--- src/rtl/sqrt_sched_pkg.sv ---
// Shared types and constants for the sqrt datapath scheduler.
package sqrt_sched_pkg;

    // Scheduler phases; the encoding is driven straight onto dp_state.
    typedef enum logic [1:0] {
        S_IDLE = 2'b00,
        S_LOAD = 2'b01,
        S_ITER = 2'b10,
        S_DONE = 2'b11
    } state_e;

    localparam int DATA_W = 8;
    localparam logic [DATA_W-1:0] ROOT_ERR = 8'hFF;

endpackage

--- src/rtl/sqrt_rr_arbiter.sv ---
// Combinational round-robin arbiter: grants the first request at or after the pointer, wrapping.
module sqrt_rr_arbiter #(
    parameter int N   = 4,
    parameter int IDW = 2
) (
    input  logic [N-1:0]   req_i,
    input  logic [IDW-1:0] ptr_i,
    input  logic           en_i,
    output logic [N-1:0]   gnt_o,
    output logic [IDW-1:0] gnt_idx_o,
    output logic [IDW-1:0] ptr_nxt_o
);

    // Scan N positions starting at the pointer; the extra bit absorbs the wrap for any N.
    always_comb begin
        logic           found;
        logic [IDW:0]   pos;
        logic [IDW:0]   nxt;
        gnt_o     = '0;
        gnt_idx_o = '0;
        ptr_nxt_o = ptr_i;
        found     = 1'b0;
        pos       = '0;
        nxt       = '0;
        for (int i = 0; i < N; i++) begin
            pos = {1'b0, ptr_i} + (IDW+1)'(i);
            pos = (pos >= (IDW+1)'(N)) ? (pos - (IDW+1)'(N)) : pos;
            if (en_i && !found && req_i[pos[IDW-1:0]]) begin
                found     = 1'b1;
                gnt_idx_o = pos[IDW-1:0];
            end else begin
                found = found;
            end
        end
        if (found) begin
            gnt_o[gnt_idx_o] = 1'b1;
            nxt              = {1'b0, gnt_idx_o} + (IDW+1)'(1);
            ptr_nxt_o        = (nxt == (IDW+1)'(N)) ? '0 : nxt[IDW-1:0];
        end else begin
            ptr_nxt_o = ptr_i;
        end
    end

endmodule

--- src/rtl/sqrt_sched.sv ---
// sqrt_sched: shares one odd-accumulation sqrt datapath among N round-robin requesters.
// Define SQRT_SCHED_TIMEOUT_EN to build the ITER watchdog (root 8'hFF, rsp_err=1 on expiry).
module sqrt_sched
    import sqrt_sched_pkg::*;
#(
    parameter int N        = 4,
    parameter int IDW      = 2,
    parameter int MAX_ITER = 17
) (
    input  logic                clk,
    input  logic                reset,
    input  logic [N-1:0]        req_valid,
    input  logic [8*N-1:0]      req_data,
    output logic [N-1:0]        req_ready,
    output logic                rsp_valid,
    input  logic                rsp_ready,
    output logic [IDW-1:0]      rsp_id,
    output logic [7:0]          rsp_root,
    output logic                rsp_err,
    output logic [7:0]          dp_a,
    output logic [1:0]          dp_state,
    output logic                dp_en_a,
    output logic                dp_ld_add,
    output logic                dp_en_sq,
    output logic                dp_en_delta,
    output logic                dp_en_out,
    input  logic                dp_greater,
    input  logic [7:0]          dp_sqrt
);

    state_e              state_q;
    logic [IDW-1:0]      ptr_q;
    logic [IDW-1:0]      ptr_d;
    logic [DATA_W-1:0]   dp_a_q;
    logic [IDW-1:0]      rsp_id_q;
    logic [DATA_W-1:0]   rsp_root_q;
    logic                rsp_valid_q;
    logic [N-1:0]        gnt_s;
    logic [IDW-1:0]      gnt_idx_s;
    logic                gnt_any_s;
    logic                step_s;
    logic [DATA_W-1:0]   op_sel_s;

`ifdef SQRT_SCHED_TIMEOUT_EN
    localparam int CNT_W = $clog2(MAX_ITER + 1);
    logic [CNT_W-1:0]    iter_cnt_q;
    logic [CNT_W-1:0]    iter_cnt_d;
    logic                rsp_err_q;
    logic                timeout_s;

    assign iter_cnt_d = iter_cnt_q + CNT_W'(1);
    assign timeout_s  = (iter_cnt_d == CNT_W'(MAX_ITER));
    assign rsp_err    = rsp_err_q;
`else
    assign rsp_err    = 1'b0;
`endif

    sqrt_rr_arbiter #(
        .N   (N),
        .IDW (IDW)
    ) u_arb (
        .req_i     (req_valid),
        .ptr_i     (ptr_q),
        .en_i      (state_q == S_IDLE),
        .gnt_o     (gnt_s),
        .gnt_idx_o (gnt_idx_s),
        .ptr_nxt_o (ptr_d)
    );

    assign gnt_any_s = |gnt_s;

    // Only the granted requester's operand lane is forwarded.
    always_comb begin
        op_sel_s = '0;
        for (int i = 0; i < N; i++) begin
            op_sel_s = (gnt_idx_s == IDW'(i)) ? req_data[i*DATA_W +: DATA_W] : op_sel_s;
        end
    end

    // The step strobe must follow the registered compare in the same cycle.
    assign step_s      = (state_q == S_ITER) && !dp_greater;
    assign req_ready   = gnt_s;
    assign dp_state    = state_q;
    assign dp_a        = dp_a_q;
    assign dp_en_a     = (state_q == S_LOAD);
    assign dp_ld_add   = step_s;
    assign dp_en_sq    = step_s;
    assign dp_en_delta = step_s;
    assign dp_en_out   = (state_q == S_DONE);
    assign rsp_valid   = rsp_valid_q;
    assign rsp_id      = rsp_id_q;
    assign rsp_root    = rsp_root_q;

    // Scheduler FSM with grant capture, result capture and response handshake.
    always_ff @(posedge clk) begin
        if (reset) begin
            state_q     <= S_IDLE;
            ptr_q       <= '0;
            dp_a_q      <= '0;
            rsp_id_q    <= '0;
            rsp_root_q  <= '0;
            rsp_valid_q <= 1'b0;
`ifdef SQRT_SCHED_TIMEOUT_EN
            iter_cnt_q  <= '0;
            rsp_err_q   <= 1'b0;
`endif
        end else begin
            case (state_q)
                S_IDLE: begin
                    if (gnt_any_s) begin
                        dp_a_q   <= op_sel_s;
                        rsp_id_q <= gnt_idx_s;
                        ptr_q    <= ptr_d;
                        state_q  <= S_LOAD;
                    end
                end
                S_LOAD: begin
                    state_q <= S_ITER;
`ifdef SQRT_SCHED_TIMEOUT_EN
                    iter_cnt_q <= '0;
`endif
                end
                S_ITER: begin
                    if (dp_greater) begin
                        rsp_root_q  <= dp_sqrt;
                        rsp_valid_q <= 1'b1;
                        state_q     <= S_DONE;
`ifdef SQRT_SCHED_TIMEOUT_EN
                        rsp_err_q   <= 1'b0;
                    end else if (timeout_s) begin
                        rsp_root_q  <= ROOT_ERR;
                        rsp_err_q   <= 1'b1;
                        rsp_valid_q <= 1'b1;
                        state_q     <= S_DONE;
                    end else begin
                        iter_cnt_q  <= iter_cnt_d;
`endif
                    end
                end
                S_DONE: begin
                    if (rsp_ready) begin
                        rsp_valid_q <= 1'b0;
                        state_q     <= S_IDLE;
                    end
                end
                default: begin
                    state_q <= S_IDLE;
                end
            endcase
        end
    end

endmodule

--- config.mk ---
export PLATFORM = sky130hd
export DESIGN_NAME = sqrt_sched
export DESIGN_NICKNAME = d
export VERILOG_FILES = /design/src/rtl/sqrt_sched_pkg.sv /design/src/rtl/sqrt_rr_arbiter.sv /design/src/rtl/sqrt_sched.sv
export SDC_FILE = /design/constraint.sdc
export NUM_CORES = 1
export LEC_CHECK = 0
export CAP_MARGIN = 0
export CORE_MARGIN = 4
export CORE_UTILIZATION = 40
export CTS_BUF_LIST = sky130_fd_sc_hd__clkbuf_8 sky130_fd_sc_hd__clkbuf_16
export DETAILED_ROUTE_END_ITERATION = 10
export PLACE_DENSITY = 0.8
export SYNTH_ARGS = -nofsm -noshare
export SYNTH_HDL_FRONTEND = slang
export SYNTH_SLANG_ARGS = --single-unit
--- constraint.sdc ---
create_clock -name clk -period 3.3 [get_ports clk]
set_input_delay 0.66 -clock clk [delete_from_list [all_inputs] [get_ports clk]]
set_output_delay 0.66 -clock clk [all_outputs]
set_load 0.02 [all_outputs]
==> impl_metrics.py, run 1 <==
metrics = {
    "outcome": {
        "outcome": "finished clean",
    },
    "power_and_ir_drop": {
        "power_leakage_nw": 1.07,
        "peakVddDrop_uv": 456,
        "total_power_mw": 2.71,
        "p_per_area_mw_per_mm2": 1030,
    },
    "clocking": {
        "clock-sinks": 23,
        "cts_buffer_depth": 2,
        "worstSkewPairLatency_ns": 0.26,
        "path_clk_slew_ns": 0.09,
        "root_buffer": "clkbuf_8",
        "htree_num_levels": 1,
        "cts_made_buffers": 3,
        "tritoncts": "yes",
    },
    "route": {
        "drt-initial-drc-count": 53,
        "drc": 0,
        "wl_per_cell_microns": 13.7,
        "num_vias": 1726,
        "drt_first_pass_iters": 4,
        "antenna_left": 0,
        "wl_microns": 4590,
        "drt-vias-per-instance": 5.14,
    },
    "timing": {
        "slew_violations": 0,
        "rsz0062_at_grt": "no",
        "fin_skew_ns": 0.00504,
        "setup_ws_ns": 0.0935,
        "finalCritPeriodShare": 0.972,
        "max_clock_freq_ghz": 0.312,
        "hold_viol_final": 0,
        "fin_crit_ns": 3.21,
        "setup_viol": 0,
    },
    "finish": {
        "antenna_cells": 0,
        "syn_to_final_growth_pct": 65.8,
        "drive_above_1_share": 0.219,
        "fin_area_sq_mm": 0.00265,
        "nFillCells": 324,
        "utilization": 0.702,
        "layout.nets": 345,
    },
    "grt": {
        "grt_max_degree": 17,
        "grt_pass1_wl_microns": 7450,
        "grt_usage": 0.176,
        "grt-ovfl-total": 0,
        "grt_pass1_vias": 1659,
        "antenna_found_initial": 0,
    },
    "hold_path": {
        "hold_class": "register to register",
    },
    "floorplanning": {
        "die_h_microns": 71.2,
        "rows": 22,
        "ioPinCount": 79,
        "core_area_sq_mm": 0.00377,
        "start_util": 0.423,
        "fp.dieW_microns": 71.2,
        "die_area_sq_mm": 0.00507,
    },
    "worst_setup_path": {
        "cp-end-kind": "primary output",
        "arrival_ns": 2.55,
        "crit_path_start_kind": "input pin",
        "crit_chain": "dlygate4sd2_1 > buf_4 > or3b_4 > o311ai_4 > and3_4 > a31oi_2 > buf_4 > ha_1 > and2_1 > buf_4",
        "worst-endpoint-required_ns": 2.64,
        "critical-path-top-delay-family": "simple AND/OR/NAND/NOR gates",
        "max_stage_delay_ns": 0.41,
        "critical_path_class": "input pin to primary output",
        "cp_num_buf_inv": 4,
        "path_common_cell": "buf_4",
        "critPathSlowestCell": "or3b_4",
        "crit_fanout": 4,
    },
    "synth": {
        "netlist.area_leader.share": 0.288,
        "synth_edf_count": 0,
        "ys_top_cells_by_area": "dfxtp_1 (29%), a21oi_1 (7.5%), a211oi_2 (7.1%)",
        "yosys_warnings": 0,
        "synth_area_per_cell_sq_um": 8.32,
        "ys_types": 40,
        "synth_nets": 248,
        "syn-cell-area_sq_mm": 0.00160,
        "async_flop_share": 0,
        "ys_ff_latch": 23,
        "ys.flop_type": "dfxtp_1",
        "synth_largest_area_cell": "dfxtp_1",
        "yosysSeqAreaShare": 0.288,
        "synthCells": 192,
    },
    "placed_design": {
        "pre_cts_ws_ns": -0.500,
        "port_buffers": 77,
        "dp_hpwl_microns": 3560,
        "place_area_sq_mm": 0.00255,
        "gp_congestion": 0.812,
    },
    "run": {
        "max-cap-violations": 0,
    },
}
-- metal layers --
layer  track usage  vias up  wire (microns)
li1              -      883               -
met1         0.216      770            2100
met2         0.312       71            2050
met3        0.0554        2             423
met4        0.0167        0              11
met5             0        -               0
-- cells in the final DEF (no fill, tap or decap), drive strengths merged, types with 3 or more instances in the layout --
cell,synthesis,routed
a211oi,9,9
a21oi,24,24
a221oi,9,9
and2,4,4
buf,8,35
clkbuf,8,3
clkdlybuf4s50,0,69
dfxtp,23,23
ha,8,8
inv,5,5
mux2i,5,5
nand2,14,14
nand2b,6,6
nand3,8,8
nor2,15,15
nor2b,9,9
nor3,10,10
o21ai,3,3
-- cells by family after synthesis --
family / share of synthesized area
AND/OR/NAND/NOR: 0.257
AO/OA/AOI/OAI: 0.274
flip-flops: 0.288
buffers and inverters: 0.0666
adder cells (fa/ha/maj): 0.0627
multiplexers: 0.0384
XOR/XNOR: 0.0110
other: 0.00235
-- metrics by stage --
stage,hold slack (ns),setup TNS [ns],cells
after global routing,0.479,0,336
after CTS,0.461,0,336
after floorplan,0.535,0,192
final,0.458,0,336
after detailed placement,0.449,-5.62,329
after global placement,0.442,-4.20,329
-- cell usage after synthesis (2+ instances only) --
cell and count:
nor2b_1 9, a21o_1 2, nand3_1 8, nor3_1 10
xnor2_1 2, nand2_1 14, or3b_4 2, a21oi_1 24
a221oi_1 9, inv_1 5, nand2b_1 6, clkbuf_1 8
mux2i_1 5, nor3b_1 2, dfxtp_1 23, and2_1 4
nor2_1 15, o21ai_0 3, a211oi_2 9, ha_1 8
buf_4 5
-- worst paths after layout --
check	from	end	slack, ns	cells past startpoint
setup / recovery	req_valid[1]	req_ready[0]	0.09	10
hold / removal	rsp_root[4]	rsp_root[4]	0.46	2
setup reg to reg	dp_state[0]	dp_a[2]	0.42	14
hold reg to reg	rsp_root[4]	rsp_root[4]	0.46	2
-- where the power goes --
part	total (mW)	leakage (nW)	switching, mW	internal [mW]
combinational	2.11	0.851	1.07	1.05
sequential	0.427	0.189	0.0611	0.366
clock	0.175	0.0255	0.0910	0.0842
-- flip-flops by register name, indices dropped and copies added, names as in the netlist --
signal / count
rsp_root: 8
ptr_q: 2
dp_state: 2
dp_a: 8
rsp_valid: 1
rsp_id: 2
-- worst reg2reg max path, cell delays in order (launching register included) --
cell and delay [ns]:
dfxtp_1 0.32, inv_1 0.07, ha_1 0.34, nand2b_1 0.18, o22ai_2 0.31, buf_4 0.18
a31oi_2 0.10, buf_4 0.16, ha_1 0.18, buf_4 0.17, nor2b_4 0.21, a221oi_1 0.11
nor3_1 0.19, a21oi_1 0.09, a211oi_2 0.21
-- final cells by class --
cell class              count  area [sq um]  share of cell area
multi-input cells         148          1070               0.405
repair buffers            108           988               0.373
flip-flops and latches     23           460               0.174
well taps                  48          60.1              0.0227
clock buffers               3          41.3              0.0156
inverters                   5          18.8             0.00709
clock inverters             1          5.00             0.00189
-- repair_timing --
action | in CTS | in global routing
hold endpoints to repair | 0 | 0
endpoints found under the setup margin | 12 | 12
pin swaps | 2 | 1
resized for setup | 26 | 4
buffers inserted | 3 | 0
hold buffers | 0 | 0
Note: power is estimated with default switching activity, not from simulation.
==> run 2, diff against run 1 <==
--- a/config.mk
+++ b/config.mk
@@ -10,7 +10,7 @@
 export CORE_UTILIZATION = 40
 export CTS_BUF_LIST = sky130_fd_sc_hd__clkbuf_8 sky130_fd_sc_hd__clkbuf_16
 export DETAILED_ROUTE_END_ITERATION = 10
-export PLACE_DENSITY = 0.8
+export PLACE_DENSITY = 0.81
 export SYNTH_ARGS = -nofsm -noshare
 export SYNTH_HDL_FRONTEND = slang
 export SYNTH_SLANG_ARGS = --single-unit
==> run 2 against run 1 <==
Clock power grew 5%; fmax up 0.24%; die area unchanged; clock-buffer cell count is the same; total power up 1.6%; via count up 0.17%; non-clock buffer count fell by 4; final cell count fell by 1.2%; global-route usage grew 0.17 points; hold slack worse by 0.0013 ns; routed wire length down 2.2%; critical endpoint is now req_ready[1]; highest routed layer unchanged; utilization decreased by 0.40 points.
==> impl_metrics.py, run 2 (synthesis gave the netlist of run 1 again) <==
metrics = {
    "clocking": {
        "worstSkewPairLatency_ns": 0.28,
        "root_buffer": "clkbuf_8",
        "tritoncts": "yes",
        "cts_buffer_depth": 2,
        "path_clk_slew_ns": 0.08,
        "cts_made_buffers": 3,
        "htree_num_levels": 1,
        "clock-sinks": 23,
        "cts_hold_buf": 0,
    },
    "grt": {
        "grt_usage": 0.178,
        "grt_pass1_wl_microns": 7450,
        "antenna_found_initial": 0,
        "grt_pass1_vias": 1716,
        "grt-ovfl-total": 0,
        "grt_max_degree": 17,
    },
    "worst_setup_path": {
        "crit_path_start_kind": "input pin",
        "critPathSlowestCell": "or3b_4",
        "crit_fanout": 4,
        "critical_path_class": "input pin to primary output",
        "worst-endpoint-required_ns": 2.64,
        "path_common_cell": "buf_4",
        "critical-path-top-delay-family": "compound AO/OA/AOI/OAI gates",
        "r2r_cells": 15,
        "max_stage_delay_ns": 0.40,
        "cp_num_buf_inv": 3,
        "cp.depth": 9,
        "crit_chain": "dlygate4sd2_1 > or3b_4 > a21o_1 > a32oi_2 > a31oi_4 > buf_4 > ha_1 > and2_1 > buf_4",
        "arrival_ns": 2.54,
        "cp-end-kind": "primary output",
    },
    "floorplanning": {
        "start_util": 0.423,
        "ioPinCount": 79,
        "rows": 22,
        "die_area_sq_mm": 0.00507,
        "fp.dieW_microns": 71.2,
        "die_h_microns": 71.2,
        "core_area_sq_mm": 0.00377,
    },
    "hold_path": {
        "hold_class": "register to register",
        "whs_path_depth": 2,
    },
    "finish": {
        "syn_to_final_growth_pct": 64.9,
        "nFillCells": 307,
        "layout_commonest_cell": "clkdlybuf4s50_1",
        "fin_area_sq_mm": 0.00263,
        "drive_above_1_share": 0.215,
        "ff_latch_area_sq_um": 460,
        "layout.nets": 341,
        "fin_cells": 332,
        "antenna_cells": 0,
        "multi_input_area_sq_mm": 0.00109,
        "final_cell_mix": "clkdlybuf4s50_1 (69), buf_4 (30), dfxtp_1 (23)",
    },
    "timing": {
        "setup_ws_ns": 0.101,
        "rsz0062_at_grt": "no",
        "max_clock_freq_ghz": 0.313,
        "slew_violations": 0,
        "fin_skew_ns": 0.00902,
        "setup_viol": 0,
        "fin_crit_ns": 3.20,
        "hold_viol_final": 0,
        "finalCritPeriodShare": 0.969,
    },
    "route": {
        "wl_per_cell_microns": 13.5,
        "num_vias": 1729,
        "drt-vias-per-instance": 5.21,
        "drt_first_pass_iters": 4,
        "wl_microns": 4490,
        "antenna_left": 0,
        "drt-initial-drc-count": 49,
        "drc": 0,
    },
    "run": {
        "max-cap-violations": 0,
    },
    "placed_design": {
        "port_buffers": 77,
        "gp_congestion": 0.814,
        "place_inst": 327,
        "dp_hpwl_microns": 3420,
        "pre_cts_ws_ns": -0.464,
        "place_area_sq_mm": 0.00253,
    },
    "outcome": {
        "outcome": "finished clean",
    },
    "power_and_ir_drop": {
        "p_per_area_mw_per_mm2": 1050,
        "power_leakage_nw": 1.03,
        "peakVddDrop_uv": 572,
    },
}
==> run 2: stage by stage <==
stage	hold WS (ns)	power [mW]	setup TNS [ns]	util
after CTS	0.461	2.75	0	0.692
after detailed placement	0.448	2.52	-3.34	0.672
final	0.457	2.76	0	0.698
after floorplan	0.535	1.81	0	-
after global placement	0.443	2.49	-3.03	0.672
after global routing	0.480	3.02	0	0.698
==> run 2: timing repair <==
item,CTS,global route
resized for setup,29,5
pin swaps,5,1
endpoints found under the hold margin,0,0
setup endpoints to repair,4,11
buffers inserted,1,0
==> run 2: path summary, 6_finish.rpt <==
check	startpoint	end	slack, ns
hold / removal	rsp_root[7]	rsp_root[7]	0.46
setup / recovery	req_valid[0]	req_ready[1]	0.10
hold reg to reg	rsp_root[7]	rsp_root[7]	0.46
setup reg to reg	dp_state[0]	dp_a[7]	0.33
==> run 2: area by class of cell <==
cell class	count	share of cell area
clock buffers	3	0.0157
clock inverters	1	0.00190
inverters	5	0.00713
multi-input cells	148	0.413
flip-flops and latches	23	0.175
well taps	48	0.0228
repair buffers	104	0.365
==> run 2: worst register-to-register path, delay by kind of cell (launching register included) <==
kind	cells	cell delay, ns
AO/OA/AOI/OAI	6	0.95
adder cells (fa/ha/maj)	2	0.53
buffers and inverters	4	0.56
flip-flops	1	0.32
AND/OR/NAND/NOR	3	0.54
==> run 2: per-layer routing <==
layer  up-vias  GRT usage  share of wire
li1        874          -              -
met3        11     0.0582          0.088
met5         -          0              0
met4         0     0.0731          0.020
met1       770      0.210           0.45
met2        74      0.296           0.44
==> run 2: where the power goes <==
part / internal [mW] / switching [mW]
clock: 0.0846 / 0.0982
sequential: 0.366 / 0.0592
combinational: 1.05 / 1.10
total: 1.50 / 1.26
==> run 3, diff against run 2 <==
--- a/config.mk
+++ b/config.mk
@@ -10,7 +10,7 @@
 export CORE_UTILIZATION = 40
 export CTS_BUF_LIST = sky130_fd_sc_hd__clkbuf_8 sky130_fd_sc_hd__clkbuf_16
 export DETAILED_ROUTE_END_ITERATION = 10
-export PLACE_DENSITY = 0.81
+export PLACE_DENSITY = 0.8
 export SYNTH_ARGS = -nofsm -noshare
 export SYNTH_HDL_FRONTEND = slang
 export SYNTH_SLANG_ARGS = --single-unit
==> constraint.sdc (replaced) <==
create_clock -name clk -period 3.3 [get_ports clk]
set_input_delay 0.825 -clock clk [delete_from_list [all_inputs] [get_ports clk]]
set_output_delay 0.825 -clock clk [all_outputs]
set_load 0.02 [all_outputs]
==> run 3 against run 2 <==
Global-route usage up 1.1 points; routed wire length up 11%; first-iteration DRC count rose to 2.9 times the previous value; fmax down 1.7%; total power up 11%; critical path depth unchanged; critical path type unchanged; non-clock buffer count up 9; final cell count up 2.7%; clock power down 5%; largest cell class unchanged; flip-flop and latch count unchanged; register-to-register slack worse by 0.04 ns; clock skew down 0.0053 ns.
==> impl_metrics.py, run 3 (synthesis gave the netlist of run 1 again) <==
metrics = {
    "hold_path": {
        "hold_class": "register to register",
        "hold_path_end": "rsp_root[4]",
        "whs_path_depth": 2,
        "min_from": "rsp_root[4]",
    },
    "placed_design": {
        "dp_hpwl_microns": 3520,
        "pre_cts_ws_ns": -0.806,
        "place_inst": 329,
        "port_buffers": 77,
        "gp_congestion": 0.835,
    },
    "worst_setup_path": {
        "crit_path_start_kind": "input pin",
        "r2r_end": "dp_a[5]",
        "r2r_cells": 13,
        "arrival_ns": 2.43,
        "r2r_start": "ptr_q[0]",
        "crit_fanout": 3,
        "cp-end-kind": "primary output",
        "critical_path_class": "input pin to primary output",
        "worst-endpoint-required_ns": 2.47,
        "ff2ff_setup_slack_ns": 0.29,
    },
    "clocking": {
        "htree_num_levels": 1,
        "cts_made_buffers": 3,
        "clock-sinks": 23,
        "worstSkewPairLatency_ns": 0.26,
        "cts_hold_buf": 0,
        "cts_buffer_depth": 2,
        "root_buffer": "clkbuf_8",
        "path_clk_slew_ns": 0.08,
        "tritoncts": "yes",
    },
    "outcome": {
        "outcome": "finished clean",
    },
    "floorplanning": {
        "die_area_sq_mm": 0.00507,
        "ioPinCount": 79,
        "rows": 22,
        "core_area_sq_mm": 0.00377,
        "start_util": 0.423,
        "fp.dieW_microns": 71.2,
        "die_h_microns": 71.2,
    },
    "finish": {
        "layout.nets": 350,
        "syn_to_final_growth_pct": 74.4,
        "layout_commonest_cell": "clkdlybuf4s50_1",
        "fin_cells": 341,
        "utilization": 0.738,
        "drive_above_1_share": 0.280,
        "final_cell_mix": "clkdlybuf4s50_1 (69), buf_4 (35), dfxtp_1 (23)",
        "antenna_cells": 0,
    },
    "power_and_ir_drop": {
        "peakVddDrop_uv": 508,
        "total_power_mw": 3.06,
        "p_per_area_mw_per_mm2": 1100,
        "power_leakage_nw": 1.09,
    },
    "grt": {
        "grt_pass1_wl_microns": 7980,
        "grt-ovfl-total": 0,
        "met2_usage": 0.330,
        "grt_use_met1": 0.235,
        "grt_usage": 0.190,
        "top_usage_layer": "met2",
        "grt_max_degree": 25,
        "antenna_found_initial": 0,
        "grt_pass1_vias": 1804,
        "grt_util_met3": 0.0497,
    },
    "timing": {
        "fin_crit_ns": 3.25,
        "setup_viol": 0,
        "max_clock_freq_ghz": 0.307,
        "slew_violations": 0,
        "finalCritPeriodShare": 0.986,
        "setup_tns_ns": 0,
        "fin_skew_ns": 0.00370,
        "setup_ws_ns": 0.0460,
        "hold_viol_final": 0,
    },
    "run": {
        "max-cap-violations": 0,
    },
    "route": {
        "drt-initial-drc-count": 141,
        "wl_microns": 4960,
        "num_vias": 1784,
        "drt-vias-per-instance": 5.23,
        "wl_per_cell_microns": 14.5,
        "drt_first_pass_iters": 4,
        "drc": 0,
        "antenna_left": 0,
    },
}
==> run 3: critical path: stages <==
cell and delay (ns):
buf_6 0.09, or3b_4 0.39, a21o_1 0.21, a32oi_2 0.28, a31oi_4 0.07, buf_6 0.15, ha_4 0.15, and2_4 0.13
buf_6 0.12
==> run 3: power by group <==
group | internal [mW] | switching [mW]
combinational | 1.23 | 1.24
clock | 0.0841 | 0.0893
sequential | 0.366 | 0.0548
total | 1.68 | 1.38
==> run 3: timing repair <==
action / in CTS / in global routing
pin swaps: 10 / 11
setup endpoints to repair: 12 / 5
gates resized for setup: 63 / 5
endpoints found under the hold margin: 0 / 0
buffers inserted: 3 / 5
cloned: 0 / 0
==> run 3: how the worst max path moves through the flow <==
stage / slack [ns] / start / cells past startpoint / endpoint
6_report: 0.05 / req_valid[0] / 9 / req_ready[1]
5_1_grt: -0.008 / req_valid[1] / 10 / req_ready[1]
4_1_cts: 0.02 / req_valid[0] / 9 / req_ready[3]
3_5_place_dp: -0.81 / req_valid[1] / 9 / req_ready[3]
3_3_place_gp: -0.74 / req_valid[1] / 9 / req_ready[3]
2_1_floorplan: -0.08 / req_valid[0] / 9 / req_ready[3]
==> run 3: layer usage <==
metal | wire length (microns) | vias up | part of all wire
met5 | 0 | - | 0
met4 | 44 | 0 | 0.0089
met3 | 428 | 4 | 0.086
met2 | 2310 | 74 | 0.46
met1 | 2180 | 818 | 0.44
li1 | - | 888 | -
==> run 3: stage by stage <==
step	instance area, sq um	hold WS (ns)
floorplan	1610	0.535
CTS	2730	0.461
global placement	2560	0.442
detailed placement	2560	0.448
finish	2780	0.456
global route	2780	0.481
==> run 3: final cells by class <==
class	count	area, sq um
flip-flops and latches	23	460
well taps	48	60.1
multi-input cells	148	1150
inverters	5	18.8
clock inverters	1	5.00
clock buffers	3	41.3
fillers	287	987
repair buffers	113	1050
